===== src/rtl/vga_timing_pkg.sv =====
// Shared VGA timing constants and helpers, default 800x600@60 Hz on a 40 MHz pixel clock.
// Also used by the pixel-generation stage so both sides agree on geometry.
package vga_timing_pkg;

    localparam int H_W = 11;
    localparam int V_W = 10;
    localparam int H_MAX_TOTAL = 1 << H_W;
    localparam int V_MAX_TOTAL = 1 << V_W;

    localparam int DEF_H_ACTIVE = 800;
    localparam int DEF_H_FP     = 40;
    localparam int DEF_H_SYNC   = 128;
    localparam int DEF_H_BP     = 88;
    localparam int DEF_V_ACTIVE = 600;
    localparam int DEF_V_FP     = 1;
    localparam int DEF_V_SYNC   = 4;
    localparam int DEF_V_BP     = 23;

    // Bit order chosen so the reset value reads {active, vsync, hsync}.
    typedef struct packed {
        logic active;
        logic vsync;
        logic hsync;
    } vga_sync_t;

    function automatic int span_total(input int act, input int fp, input int sync, input int bp);
        return act + fp + sync + bp;
    endfunction

    function automatic int sync_start(input int act, input int fp);
        return act + fp;
    endfunction

    function automatic int sync_end(input int act, input int fp, input int sync);
        return act + fp + sync;
    endfunction

    localparam int DEF_H_TOTAL = span_total(DEF_H_ACTIVE, DEF_H_FP, DEF_H_SYNC, DEF_H_BP);
    localparam int DEF_V_TOTAL = span_total(DEF_V_ACTIVE, DEF_V_FP, DEF_V_SYNC, DEF_V_BP);

endpackage


===== src/rtl/vga_sync_gen_if.sv =====
// Timing bundle from the sync generator to the pixel stage: counters, syncs, DE and delayed copies.
interface vga_sync_gen_if;
    import vga_timing_pkg::*;

    logic [H_W-1:0] pix_x;
    logic [V_W-1:0] pix_y;
    logic           hsync;
    logic           vsync;
    logic           active;
    logic           line_start;
    logic           frame_start;
    logic           hsync_dly;
    logic           vsync_dly;
    logic           active_dly;

    modport master (
        output pix_x, pix_y, hsync, vsync, active, line_start, frame_start,
        output hsync_dly, vsync_dly, active_dly
    );

    modport slave (
        input pix_x, pix_y, hsync, vsync, active, line_start, frame_start,
        input hsync_dly, vsync_dly, active_dly
    );

endinterface


===== src/rtl/vga_delay_line.sv =====
// Enable-gated shift register of DEPTH stages; DEPTH=0 passes din straight through.
module vga_delay_line #(
    parameter int               WIDTH   = 3,
    parameter int               DEPTH   = 2,
    parameter logic [WIDTH-1:0] RST_VAL = '0
) (
    input  logic             clk,
    input  logic             rst_n,
    input  logic             en,
    input  logic [WIDTH-1:0] din,
    output logic [WIDTH-1:0] dout
);

    genvar gi;

    generate
        if (DEPTH == 0) begin : g_bypass
            logic unused_ctrl;
            assign unused_ctrl = &{1'b0, clk, rst_n, en};
            assign dout        = din;
        end else begin : g_shift
            for (gi = 0; gi < DEPTH; gi++) begin : g_stage
                logic [WIDTH-1:0] stage_in;
                logic [WIDTH-1:0] stage_d;
                logic [WIDTH-1:0] stage_q;

                if (gi == 0) begin : g_first
                    assign stage_in = din;
                end else begin : g_next
                    assign stage_in = g_stage[gi-1].stage_q;
                end

                // Stages only advance with the generator so the lag is counted in en-cycles.
                always_comb begin
                    stage_d = stage_q;
                    if (en) begin
                        stage_d = stage_in;
                    end
                end

                always_ff @(posedge clk or negedge rst_n) begin
                    if (!rst_n) begin
                        stage_q <= RST_VAL;
                    end else begin
                        stage_q <= stage_d;
                    end
                end
            end
            assign dout = g_stage[DEPTH-1].stage_q;
        end
    endgenerate

endmodule


===== src/rtl/vga_sync_gen.sv =====
// Parameterised VGA timing generator: pixel counters, sync, DE, line/frame strobes and delayed copies.
// All undelayed outputs are decoded from the next-count values so they align with pix_x/pix_y.
module vga_sync_gen
    import vga_timing_pkg::*;
#(
    parameter int H_ACTIVE = DEF_H_ACTIVE,
    parameter int H_FP     = DEF_H_FP,
    parameter int H_SYNC   = DEF_H_SYNC,
    parameter int H_BP     = DEF_H_BP,
    parameter int V_ACTIVE = DEF_V_ACTIVE,
    parameter int V_FP     = DEF_V_FP,
    parameter int V_SYNC   = DEF_V_SYNC,
    parameter int V_BP     = DEF_V_BP,
    parameter bit H_POL    = 1'b1,
    parameter bit V_POL    = 1'b1,
    parameter int PIPE_DLY = 2
) (
    input  logic           clk,
    input  logic           rst_n,
    input  logic           en,
    vga_sync_gen_if.master vga
);

    localparam int H_TOTAL = span_total(H_ACTIVE, H_FP, H_SYNC, H_BP);
    localparam int V_TOTAL = span_total(V_ACTIVE, V_FP, V_SYNC, V_BP);

    generate
        if (H_TOTAL > H_MAX_TOTAL || V_TOTAL > V_MAX_TOTAL) begin : g_bad_size
            $error("vga_sync_gen: H_TOTAL/V_TOTAL exceed the 11/10-bit counters");
        end
        if (PIPE_DLY < 0 || PIPE_DLY > 7) begin : g_bad_dly
            $error("vga_sync_gen: PIPE_DLY must be 0..7");
        end
    endgenerate

    localparam logic [H_W-1:0] H_LAST   = H_W'(H_TOTAL - 1);
    localparam logic [V_W-1:0] V_LAST   = V_W'(V_TOTAL - 1);
    localparam logic [H_W-1:0] H_ACT_C  = H_W'(H_ACTIVE);
    localparam logic [V_W-1:0] V_ACT_C  = V_W'(V_ACTIVE);
    localparam logic [H_W-1:0] HS_START = H_W'(sync_start(H_ACTIVE, H_FP));
    localparam logic [H_W-1:0] HS_END   = H_W'(sync_end(H_ACTIVE, H_FP, H_SYNC));
    localparam logic [V_W-1:0] VS_START = V_W'(sync_start(V_ACTIVE, V_FP));
    localparam logic [V_W-1:0] VS_END   = V_W'(sync_end(V_ACTIVE, V_FP, V_SYNC));

    logic [H_W-1:0] x_d, x_q;
    logic [V_W-1:0] y_d, y_q;
    logic           hsync_d, hsync_q;
    logic           vsync_d, vsync_q;
    logic           active_d, active_q;
    logic           line_start_d, line_start_q;
    logic           frame_start_d, frame_start_q;

    always_comb begin
        x_d = x_q;
        y_d = y_q;
        if (en) begin
            if (x_q == H_LAST) begin
                x_d = '0;
                y_d = (y_q == V_LAST) ? '0 : y_q + V_W'(1);
            end else begin
                x_d = x_q + H_W'(1);
            end
        end

        // y_d only moves with the x wrap, which keeps vsync line-aligned.
        hsync_d       = ((x_d >= HS_START) && (x_d < HS_END)) ? H_POL : ~H_POL;
        vsync_d       = ((y_d >= VS_START) && (y_d < VS_END)) ? V_POL : ~V_POL;
        active_d      = (x_d < H_ACT_C) && (y_d < V_ACT_C);
        line_start_d  = (x_d == '0);
        frame_start_d = (x_d == '0) && (y_d == '0);
    end

    // Reset parks the counters on the last pixel so the first enabled edge opens a frame.
    always_ff @(posedge clk or negedge rst_n) begin
        if (!rst_n) begin
            x_q           <= H_LAST;
            y_q           <= V_LAST;
            hsync_q       <= ~H_POL;
            vsync_q       <= ~V_POL;
            active_q      <= 1'b0;
            line_start_q  <= 1'b0;
            frame_start_q <= 1'b0;
        end else begin
            x_q           <= x_d;
            y_q           <= y_d;
            hsync_q       <= hsync_d;
            vsync_q       <= vsync_d;
            active_q      <= active_d;
            line_start_q  <= line_start_d;
            frame_start_q <= frame_start_d;
        end
    end

    vga_sync_t dly_in;
    vga_sync_t dly_out;

    assign dly_in = '{active: active_q, vsync: vsync_q, hsync: hsync_q};

    vga_delay_line #(
        .WIDTH   (3),
        .DEPTH   (PIPE_DLY),
        .RST_VAL ({1'b0, ~V_POL, ~H_POL})
    ) u_delay_line (
        .clk   (clk),
        .rst_n (rst_n),
        .en    (en),
        .din   (dly_in),
        .dout  (dly_out)
    );

    assign vga.pix_x       = x_q;
    assign vga.pix_y       = y_q;
    assign vga.hsync       = hsync_q;
    assign vga.vsync       = vsync_q;
    assign vga.active      = active_q;
    assign vga.line_start  = line_start_q;
    assign vga.frame_start = frame_start_q;
    assign vga.hsync_dly   = dly_out.hsync;
    assign vga.vsync_dly   = dly_out.vsync;
    assign vga.active_dly  = dly_out.active;

endmodule

===== src/flat_wrapper.sv =====
// flat-port wrapper written by rule: the top's interface ports become plain ports
module vga_sync_gen_flat import vga_timing_pkg::*;
#(
    parameter int H_ACTIVE = DEF_H_ACTIVE,
    parameter int H_FP     = DEF_H_FP,
    parameter int H_SYNC   = DEF_H_SYNC,
    parameter int H_BP     = DEF_H_BP,
    parameter int V_ACTIVE = DEF_V_ACTIVE,
    parameter int V_FP     = DEF_V_FP,
    parameter int V_SYNC   = DEF_V_SYNC,
    parameter int V_BP     = DEF_V_BP,
    parameter bit H_POL    = 1'b1,
    parameter bit V_POL    = 1'b1,
    parameter int PIPE_DLY = 2
)
  (clk, rst_n, en, vga_pix_x, vga_pix_y, vga_hsync, vga_vsync, vga_active, vga_line_start, vga_frame_start, vga_hsync_dly, vga_vsync_dly, vga_active_dly);
  vga_sync_gen_if vga_i ();
  input  logic clk;
  input  logic rst_n;
  input  logic en;
  output wire logic [$bits(vga_i.pix_x)-1:0] vga_pix_x;
  output wire logic [$bits(vga_i.pix_y)-1:0] vga_pix_y;
  output wire logic [$bits(vga_i.hsync)-1:0] vga_hsync;
  output wire logic [$bits(vga_i.vsync)-1:0] vga_vsync;
  output wire logic [$bits(vga_i.active)-1:0] vga_active;
  output wire logic [$bits(vga_i.line_start)-1:0] vga_line_start;
  output wire logic [$bits(vga_i.frame_start)-1:0] vga_frame_start;
  output wire logic [$bits(vga_i.hsync_dly)-1:0] vga_hsync_dly;
  output wire logic [$bits(vga_i.vsync_dly)-1:0] vga_vsync_dly;
  output wire logic [$bits(vga_i.active_dly)-1:0] vga_active_dly;
  assign vga_pix_x = vga_i.pix_x;
  assign vga_pix_y = vga_i.pix_y;
  assign vga_hsync = vga_i.hsync;
  assign vga_vsync = vga_i.vsync;
  assign vga_active = vga_i.active;
  assign vga_line_start = vga_i.line_start;
  assign vga_frame_start = vga_i.frame_start;
  assign vga_hsync_dly = vga_i.hsync_dly;
  assign vga_vsync_dly = vga_i.vsync_dly;
  assign vga_active_dly = vga_i.active_dly;
  vga_sync_gen #(.H_ACTIVE(H_ACTIVE), .H_FP(H_FP), .H_SYNC(H_SYNC), .H_BP(H_BP), .V_ACTIVE(V_ACTIVE), .V_FP(V_FP), .V_SYNC(V_SYNC), .V_BP(V_BP), .H_POL(H_POL), .V_POL(V_POL), .PIPE_DLY(PIPE_DLY)) u_core (.clk(clk), .rst_n(rst_n), .en(en), .vga(vga_i));
endmodule

===== config.mk =====
export PLATFORM = sky130hd
export DESIGN_NAME = vga_sync_gen_flat
export DESIGN_NICKNAME = d
export VERILOG_FILES = /design/src/rtl/vga_timing_pkg.sv /design/src/rtl/vga_sync_gen_if.sv /design/src/rtl/vga_delay_line.sv /design/src/rtl/vga_sync_gen.sv /design/src/flat_wrapper.sv
export SDC_FILE = /design/constraint.sdc
export NUM_CORES = 1
export LEC_CHECK = 0
export ABC_AREA = 0
export BUFFER_PORTS_ARGS = -buffer_cell sky130_fd_sc_hd__buf_2
export CORE_MARGIN = 2
export CORE_UTILIZATION = 45
export CTS_BUF_LIST = sky130_fd_sc_hd__clkbuf_8 sky130_fd_sc_hd__clkbuf_16
export CTS_CLUSTER_SIZE = 16
export DETAILED_ROUTE_END_ITERATION = 8
export GPL_TIMING_DRIVEN = 0
export PLACE_DENSITY = 0.78
export SLEW_MARGIN = 20
export SYNTH_ARGS = -nofsm -noshare
export SYNTH_HDL_FRONTEND = slang
export SYNTH_SLANG_ARGS = --single-unit
export TNS_END_PERCENT = 30

===== constraint.sdc =====
create_clock -name clk -period 4 [get_ports clk]
set_clock_uncertainty 0.1 [all_clocks]
set_input_delay 0 -clock clk [delete_from_list [all_inputs] [get_ports clk]]
set_output_delay 0 -clock clk [all_outputs]
set_load 0.05 [all_outputs]

### Word level (Yosys, flattened, before mapping)

Index checks and enable logic that the tools add are counted.

| storage, ports and cells | value |
|---|---|
| flip-flop bits (word level) | 32 |
| input bits | 3 |
| word-level logic and storage cells | 32 |

| cells by class | value |
|---|---|
| add/subtract/negate cells | 2 |
| $lt $le $gt $ge | 6 |
| equal/unequal tests | 2 |
| mux-type cells | 7 |
| reductions and logical operators | 6 |

Operator list:

| cell | number |
|---|---|
| $mux 10 | 3 |
| $lt 11x10->1 const B | 2 |
| $mux 11 | 2 |
| $lt 10x10->1 const B | 2 |
| $add 11x1->11 const B | 1 |
| $eq 11x11->1 const B | 1 |
| $ge 11x10->1 const B | 1 |
| $logic_not 11->1 | 1 |
| $add 10x1->10 const B | 1 |
| $eq 10x10->1 const B | 1 |
| $ge 10x10->1 const B | 1 |
| $logic_not 10->1 | 1 |
| $logic_and 1x1->1 | 4 |
| $mux 1 | 2 |

### Longest topological paths before layout

| depth | value |
|---|---|
| depth after elaboration | 7 |
| depth in mapped cells | 8 |
| gate-level depth less buffers | 8 |

### By module

From an unflattened synthesis, not the netlist that was laid out.

| unflattened totals | value |
|---|---|
| cells, all modules | 191 |
| area total of the unflattened synthesis | 1896.8 µm² |

Modules (own cells, without submodules):

| module | times used | cells each | area an instance (µm²) | sequential area each (µm²) |
|---|---|---|---|---|
| vga_sync_gen | 1 | 178 | 1645.3 | 665.6 |
| vga_delay_line | 1 | 13 | 251.5 | 150.1 |

### Worst setup path before layout

No wires, ideal clock.

| timing path | value |
|---|---|
| kind | register to register |
| start | register u_core.x_q[0], in the netlist u_core.vga.pix_x[0] |
| end | register u_core.vsync_q, in the netlist u_core.vga.vsync |
| setup time | 0.080 ns |
| arrival | 2.413 ns |
| required time | 3.820 ns |
| path slack | 1.407 ns |
| cell stages (with the launch flop) | 7 |
| path buffers | 0 |
| clock period less this slack | 2.593 ns |
| path through | dfstp_2 > ha_1 > and4bb_2 > nand3_4 > or4_4 > a2111oi_2 > nor3b_2 |

| between the ends | value |
|---|---|
| cells in the longest elaborated chain, start to end | 6 |
| elaborated cells on any way between the ends | 7 |
| those cells by class | order compare: 2; eq/ne: 1; mux: 3; reduce/logical: 1 |

Ends and longest elaborated chain:

| element | RTL line | text |
|---|---|---|
| start, declared | vga_sync_gen.sv:45 | `logic [H_W-1:0] x_d, x_q;` |
| start signal, assigned | vga_sync_gen.sv:76 | `x_q <= H_LAST;` |
| start signal, assigned | vga_sync_gen.sv:84 | `x_q <= x_d;` |
| $eq 11x11->1 * | vga_sync_gen.sv:57 | `if (x_q == H_LAST) begin` |
| $mux 10 * | vga_sync_gen.sv:57 |  |
| $mux 10 * | vga_sync_gen.sv:56 | `if (en) begin` |
| $ge 10x10->1 or $lt 10x10->1 (tied branches) | vga_sync_gen.sv:67 | `vsync_d = ((y_d >= VS_START) && (y_d < VS_END)) ? V_POL : ~V_POL;` |
| $logic_and 1x1->1 * | vga_sync_gen.sv:67 |  |
| $mux 1 * | vga_sync_gen.sv:67 |  |
| via u_core.vsync_d | vga_sync_gen.sv:48 | `logic vsync_d, vsync_q;` |
| end signal, assigned | vga_sync_gen.sv:79 | `vsync_q <= ~V_POL;` |
| end signal, assigned | vga_sync_gen.sv:87 | `vsync_q <= vsync_d;` |
| end, declared | vga_sync_gen.sv:48 |  |

Mark *: on every way through the listed nets, which the timed path passes. The rest lies on a longest branch.
A chain may end at the register's enable or synchronous reset.

### Final worst setup path

| timing path | value |
|---|---|
| start | register u_core.x_q[0], in the netlist u_core.vga.pix_x[0] |
| end | register u_core.frame_start_q, in the netlist u_core.vga.frame_start |

| between the ends | value |
|---|---|
| cells in the longest elaborated chain, start to end | 5 |
| elaborated cells on any way between the ends | 9 |
| those cells by class | add/sub: 1; eq/ne: 1; mux: 4; reduce/logical: 3 |

Ends and longest elaborated chain:

| element | RTL line | text |
|---|---|---|
| $add 11x1->11 or $eq 11x11->1 (tied branches) | vga_sync_gen.sv:61, vga_sync_gen.sv:57 |  |
| $mux 11 or $mux 10 (tied branches) | vga_sync_gen.sv:57 |  |
| $mux 11 or $mux 10 (tied branches) | vga_sync_gen.sv:56 |  |
| $logic_not 11->1 or $logic_not 10->1 (tied branches) | vga_sync_gen.sv:70 | `frame_start_d = (x_d == '0) && (y_d == '0);` |
| $logic_and 1x1->1 * | vga_sync_gen.sv:70 |  |
| via u_core.frame_start_d | vga_sync_gen.sv:51 | `logic frame_start_d, frame_start_q;` |
| end signal, assigned | vga_sync_gen.sv:90 | `frame_start_q <= frame_start_d;` |
| end, declared | vga_sync_gen.sv:51 |  |

Marked as above.

==> flow_results.xml <==
<?xml version="1.0" encoding="UTF-8"?>
<metrics>
  <group name="power_and_ir_drop">
    <metric name="total_power" unit="mW">1.03</metric>
    <metric name="cellPowerDensity" unit="nW/µm²">490</metric>
    <metric name="vdd_drop_max" unit="V">0.000206</metric>
    <metric name="total_leakage_power" unit="nW">1.01</metric>
  </group>
  <group name="sta">
    <metric name="final-setup-viol-count" unit="">0</metric>
    <metric name="rsz_0062_raised_after_global_routing" unit="">false</metric>
    <metric name="finalHoldViolations" unit="">0</metric>
    <metric name="tightestPinTransition" unit="ns">0.706</metric>
    <metric name="layout_min_cycle_time" unit="ns">2.74</metric>
    <metric name="slew_viols_final" unit="">0</metric>
    <metric name="period_share" unit="">0.684</metric>
    <metric name="max-slew-margin-rel" unit="">0.529</metric>
    <metric name="timing.fmax" unit="MHz">365</metric>
    <metric name="final.setup.tns" unit="ns">0</metric>
  </group>
  <group name="detailed_routing">
    <metric name="detail_route.iter0.violations" unit="">93</metric>
    <metric name="totalWireLength" unit="µm">3860</metric>
    <metric name="first_pass_iters" unit="">4</metric>
    <metric name="routed_wire_length_per_instance" unit="µm">15.3</metric>
    <metric name="routed_via_density" unit="">5.79</metric>
    <metric name="drc_errors" unit="">0</metric>
    <metric name="antenna_nets_post_route" unit="">0</metric>
    <metric name="vias" unit="">1465</metric>
  </group>
  <group name="setup_path">
    <metric name="crit_type" unit="">reg2reg</metric>
    <metric name="timing.critical_path.max_delay_family" unit="">simple AND/OR/NAND/NOR gates</metric>
    <metric name="worstPathRequired" unit="ns">4.05</metric>
    <metric name="timing.critical_path.to_type" unit="">register</metric>
    <metric name="worstReg2RegEnd" unit="">u_core.vga.frame_start</metric>
    <metric name="critical_path.startpoint_type" unit="">register</metric>
    <metric name="setup.reg_to_reg.worst_slack" unit="ns">1.26</metric>
    <metric name="critical-path-slowest-cell" unit="">sky130_fd_sc_hd__dfstp_2</metric>
    <metric name="r2r_start" unit="">u_core.vga.pix_x[0]</metric>
    <metric name="rr_worst_depth" unit="">8</metric>
    <metric name="timing.critical_path.fanout_max" unit="">10</metric>
    <metric name="timing.critical_path.slowest_cell_delay" unit="ns">0.63</metric>
    <metric name="cp_data_arrival_time" unit="ns">2.79</metric>
    <metric name="critical_path_buf_inv_count" unit="">1</metric>
    <metric name="cp_cell_sequence" unit="">ha_1 -&gt; and4bb_2 -&gt; and3_1 -&gt; buf_4 -&gt; o211ai_1 -&gt; a21oi_1 -&gt; nand4b_1 -&gt; nor4_1</metric>
  </group>
  <group name="run">
    <metric name="number_of_violations_of_the_max_capacitance_limit" unit="">0</metric>
  </group>
  <group name="yosys">
    <metric name="synth_area_per_cell" unit="µm²">10.6</metric>
    <metric name="synth.top_cells.by_count" unit="">20 x sky130_fd_sc_hd__dfrtp_1, 13 x sky130_fd_sc_hd__nor2_1, 12 x sky130_fd_sc_hd__dfstp_2, 12 x sky130_fd_sc_hd__nand2_1</metric>
    <metric name="ys_dominant_reg_cell" unit="">sky130_fd_sc_hd__dfrtp_1</metric>
    <metric name="synth_top_area_share" unit="">0.286</metric>
    <metric name="synth_seq_cells" unit="">32</metric>
    <metric name="yosysTopAreaCell" unit="">sky130_fd_sc_hd__dfrtp_1</metric>
    <metric name="synthCells" unit="">165</metric>
    <metric name="synth.top_cells.by_area" unit="">sky130_fd_sc_hd__dfrtp_1 29%, sky130_fd_sc_hd__dfstp_2 18%, sky130_fd_sc_hd__mux2_2 4.5%</metric>
    <metric name="syn_nets" unit="">170</metric>
    <metric name="synthArstFlopShare" unit="">1.00</metric>
    <metric name="synth.yosys.warnings" unit="">0</metric>
    <metric name="synthesis.area" unit="µm²">1750</metric>
    <metric name="synth.yosys.seq_area_share" unit="">0.465</metric>
    <metric name="yosysMostFrequentCell" unit="">sky130_fd_sc_hd__dfrtp_1</metric>
    <metric name="synth-edff-count" unit="">0</metric>
    <metric name="synthDistinctLibCells" unit="">47</metric>
  </group>
  <group name="grt">
    <metric name="grt_start_max_net_pins" unit="">33</metric>
    <metric name="grt.overflow.total" unit="">0</metric>
    <metric name="initial_antenna_violation_count" unit="">0</metric>
    <metric name="global_route.usage.total" unit="">0.197</metric>
    <metric name="grt_pass1_wl" unit="µm">6530</metric>
    <metric name="first_global_vias" unit="">1389</metric>
  </group>
  <group name="floorplan">
    <metric name="die_y" unit="µm">66.4</metric>
    <metric name="core_area" unit="µm²">3720</metric>
    <metric name="die_w" unit="µm">66.4</metric>
    <metric name="rows" unit="">22</metric>
    <metric name="i_o_pin_cnt" unit="">32</metric>
    <metric name="design.die.area" unit="µm²">4410</metric>
    <metric name="starting_density" unit="">0.472</metric>
  </group>
  <group name="cts">
    <metric name="tritoncts.num_buffers" unit="">5</metric>
    <metric name="tritoncts" unit="">yes</metric>
    <metric name="insertion_delay" unit="ns">0.29</metric>
    <metric name="clockRootBuffer" unit="">sky130_fd_sc_hd__clkbuf_8</metric>
    <metric name="cts_sinks" unit="">32</metric>
    <metric name="postcts_resize_cnt" unit="">0</metric>
    <metric name="clock_tree.buffer_depth" unit="">2</metric>
    <metric name="h_tree_levels" unit="">2</metric>
    <metric name="clkTransAtPathRegs" unit="ns">0.07</metric>
    <metric name="postCtsSetupBuffers" unit="">0</metric>
  </group>
  <group name="layout">
    <metric name="layout.filler_cells" unit="">344</metric>
    <metric name="multi_input_gate_area" unit="µm²">883</metric>
    <metric name="final_layout_size_suffix_gt1_frac" unit="">0.356</metric>
    <metric name="n_antenna_cell" unit="">0</metric>
    <metric name="seqCellArea" unit="µm²">816</metric>
    <metric name="synth_to_layout_area_growth" unit="%">20.3</metric>
    <metric name="finalNetCount" unit="">209</metric>
    <metric name="final_cells" unit="">253</metric>
  </group>
  <group name="hold_path">
    <metric name="hold_path_class" unit="">in2async</metric>
  </group>
  <group name="placed_design">
    <metric name="final_estimated_routing_congestion_in_global_placement" unit="">0.832</metric>
    <metric name="dpl.hpwl" unit="µm">2680</metric>
    <metric name="placed_cells_incl_taps" unit="">243</metric>
    <metric name="portBuffers" unit="">30</metric>
  </group>
  <group name="run_status">
    <metric name="outcome" unit="">finished, final reports clean</metric>
  </group>
</metrics>
-- sequential cells by signal, indices dropped and copies added, names as in the netlist --
| register | flops |
|---|---|
| u_core.vga.pix_x | 11 |
| u_core.vga.pix_y | 10 |
| u_core.u_delay_line.dout | 3 |
| u_core.u_delay_line.g_shift.g_stage.stage_q | 3 |
| u_core.vga.active | 1 |
| u_core.vga.frame_start | 1 |
| u_core.vga.hsync | 1 |
| u_core.vga.line_start | 1 |
| u_core.vga.vsync | 1 |
-- worst max-delay path by stage --
stage                             start                     end  slack (ns)  depth (start not counted)
CTS                 u_core.vga.pix_x[0]  u_core.vga.frame_start        1.26                          8
global route        u_core.vga.pix_x[0]  u_core.vga.frame_start        1.06                          8
floorplan           u_core.vga.pix_x[0]        u_core.vga.vsync        1.41                          6
detailed placement  u_core.vga.pix_x[0]  u_core.vga.frame_start        1.28                          8
global placement    u_core.vga.pix_x[0]        u_core.vga.vsync        1.41                          6
finish              u_core.vga.pix_x[0]  u_core.vga.frame_start        1.26                          8
-- power breakdown --
part	internal, mW	total (mW)	switching (mW)
logic	0.0745	0.275	0.200
clock network	0.220	0.343	0.123
registers	0.372	0.417	0.0452
total	0.666	1.03	0.369
-- layout make-up --
class | instances | share of cell area
multi-input combinational | 120 | 0.419
buffer | 4 | 0.00949
clock inverter | 1 | 0.0142
inverter | 9 | 0.0160
timing repair buffer | 32 | 0.0807
sequential | 32 | 0.387
clock buffer | 7 | 0.0457
tap | 48 | 0.0285
-- cells in the final DEF (no fill, tap or decap), types with 2 or more instances in the layout --
master | Yosys | routed
sky130_fd_sc_hd__mux2_2 | 7 | 7
sky130_fd_sc_hd__dfrtp_1 | 20 | 20
sky130_fd_sc_hd__o21ai_0 | 7 | 7
sky130_fd_sc_hd__mux2i_1 | 3 | 3
sky130_fd_sc_hd__inv_1 | 9 | 9
sky130_fd_sc_hd__nor2_1 | 13 | 13
sky130_fd_sc_hd__xor2_1 | 6 | 6
sky130_fd_sc_hd__a21oi_1 | 2 | 2
sky130_fd_sc_hd__dfstp_2 | 12 | 12
sky130_fd_sc_hd__nand2b_1 | 2 | 2
sky130_fd_sc_hd__a2111oi_2 | 2 | 2
sky130_fd_sc_hd__ha_1 | 2 | 2
sky130_fd_sc_hd__nor3_1 | 4 | 4
sky130_fd_sc_hd__nand3b_1 | 2 | 2
sky130_fd_sc_hd__o21bai_1 | 2 | 2
sky130_fd_sc_hd__xnor2_1 | 8 | 8
sky130_fd_sc_hd__buf_2 | 1 | 31
sky130_fd_sc_hd__nand3_1 | 5 | 5
sky130_fd_sc_hd__nand4_1 | 9 | 9
sky130_fd_sc_hd__and3_1 | 6 | 6
sky130_fd_sc_hd__or4_4 | 2 | 2
sky130_fd_sc_hd__nor4_1 | 2 | 2
sky130_fd_sc_hd__o31ai_1 | 3 | 3
sky130_fd_sc_hd__nand2_1 | 12 | 12
sky130_fd_sc_hd__nand4b_1 | 2 | 2
sky130_fd_sc_hd__clkbuf_8 | 0 | 7
sky130_fd_sc_hd__dlygate4sd3_1 | 0 | 2
-- metal layers --
layer / vias up / GRT usage / wire, µm
li1: 682 / - / -
met1: 734 / 0.249 / 1720
met2: 45 / 0.326 / 1910
met3: 4 / 0.0494 / 194
met4: 0 / 0.0663 / 38
met5: - / 0 / 0
-- per-stage QoR --
stage | instance area [µm²] | util | setup slack (ns) | hold slack (ns)
3_5_place_dp | 1960 | 0.528 | 1.28 | -0.00699
2_1_floorplan | 1750 | - | 1.41 | -0.396
6_report | 2110 | 0.568 | 1.26 | 0.199
3_3_place_gp | 1960 | 0.528 | 1.41 | -0.0147
5_1_grt | 2110 | 0.568 | 1.06 | 0.274
4_1_cts | 2110 | 0.568 | 1.26 | 0.214
-- logic make-up (layout without fill, tap and decap cells) --
family | after synthesis | in the layout | share of synthesized area
AOI/OAI and AO/OA | 26 | 26 | 0.113
xor gates and xnor gates | 14 | 14 | 0.0700
adders and majority gates | 2 | 2 | 0.0143
buffers and inverters | 13 | 53 | 0.0307
DFF | 32 | 32 | 0.465
muxes | 10 | 10 | 0.0621
and+or+nand+nor | 68 | 68 | 0.245
-- what timing repair did --
| item | CTS | global route |
|---|---|---|
| endpoints found under the hold margin | 21 | 0 |
| endpoints found under the setup margin | 0 | 0 |
| hold buffers | 2 | 0 |
Power figures use the tool's default switching activity.
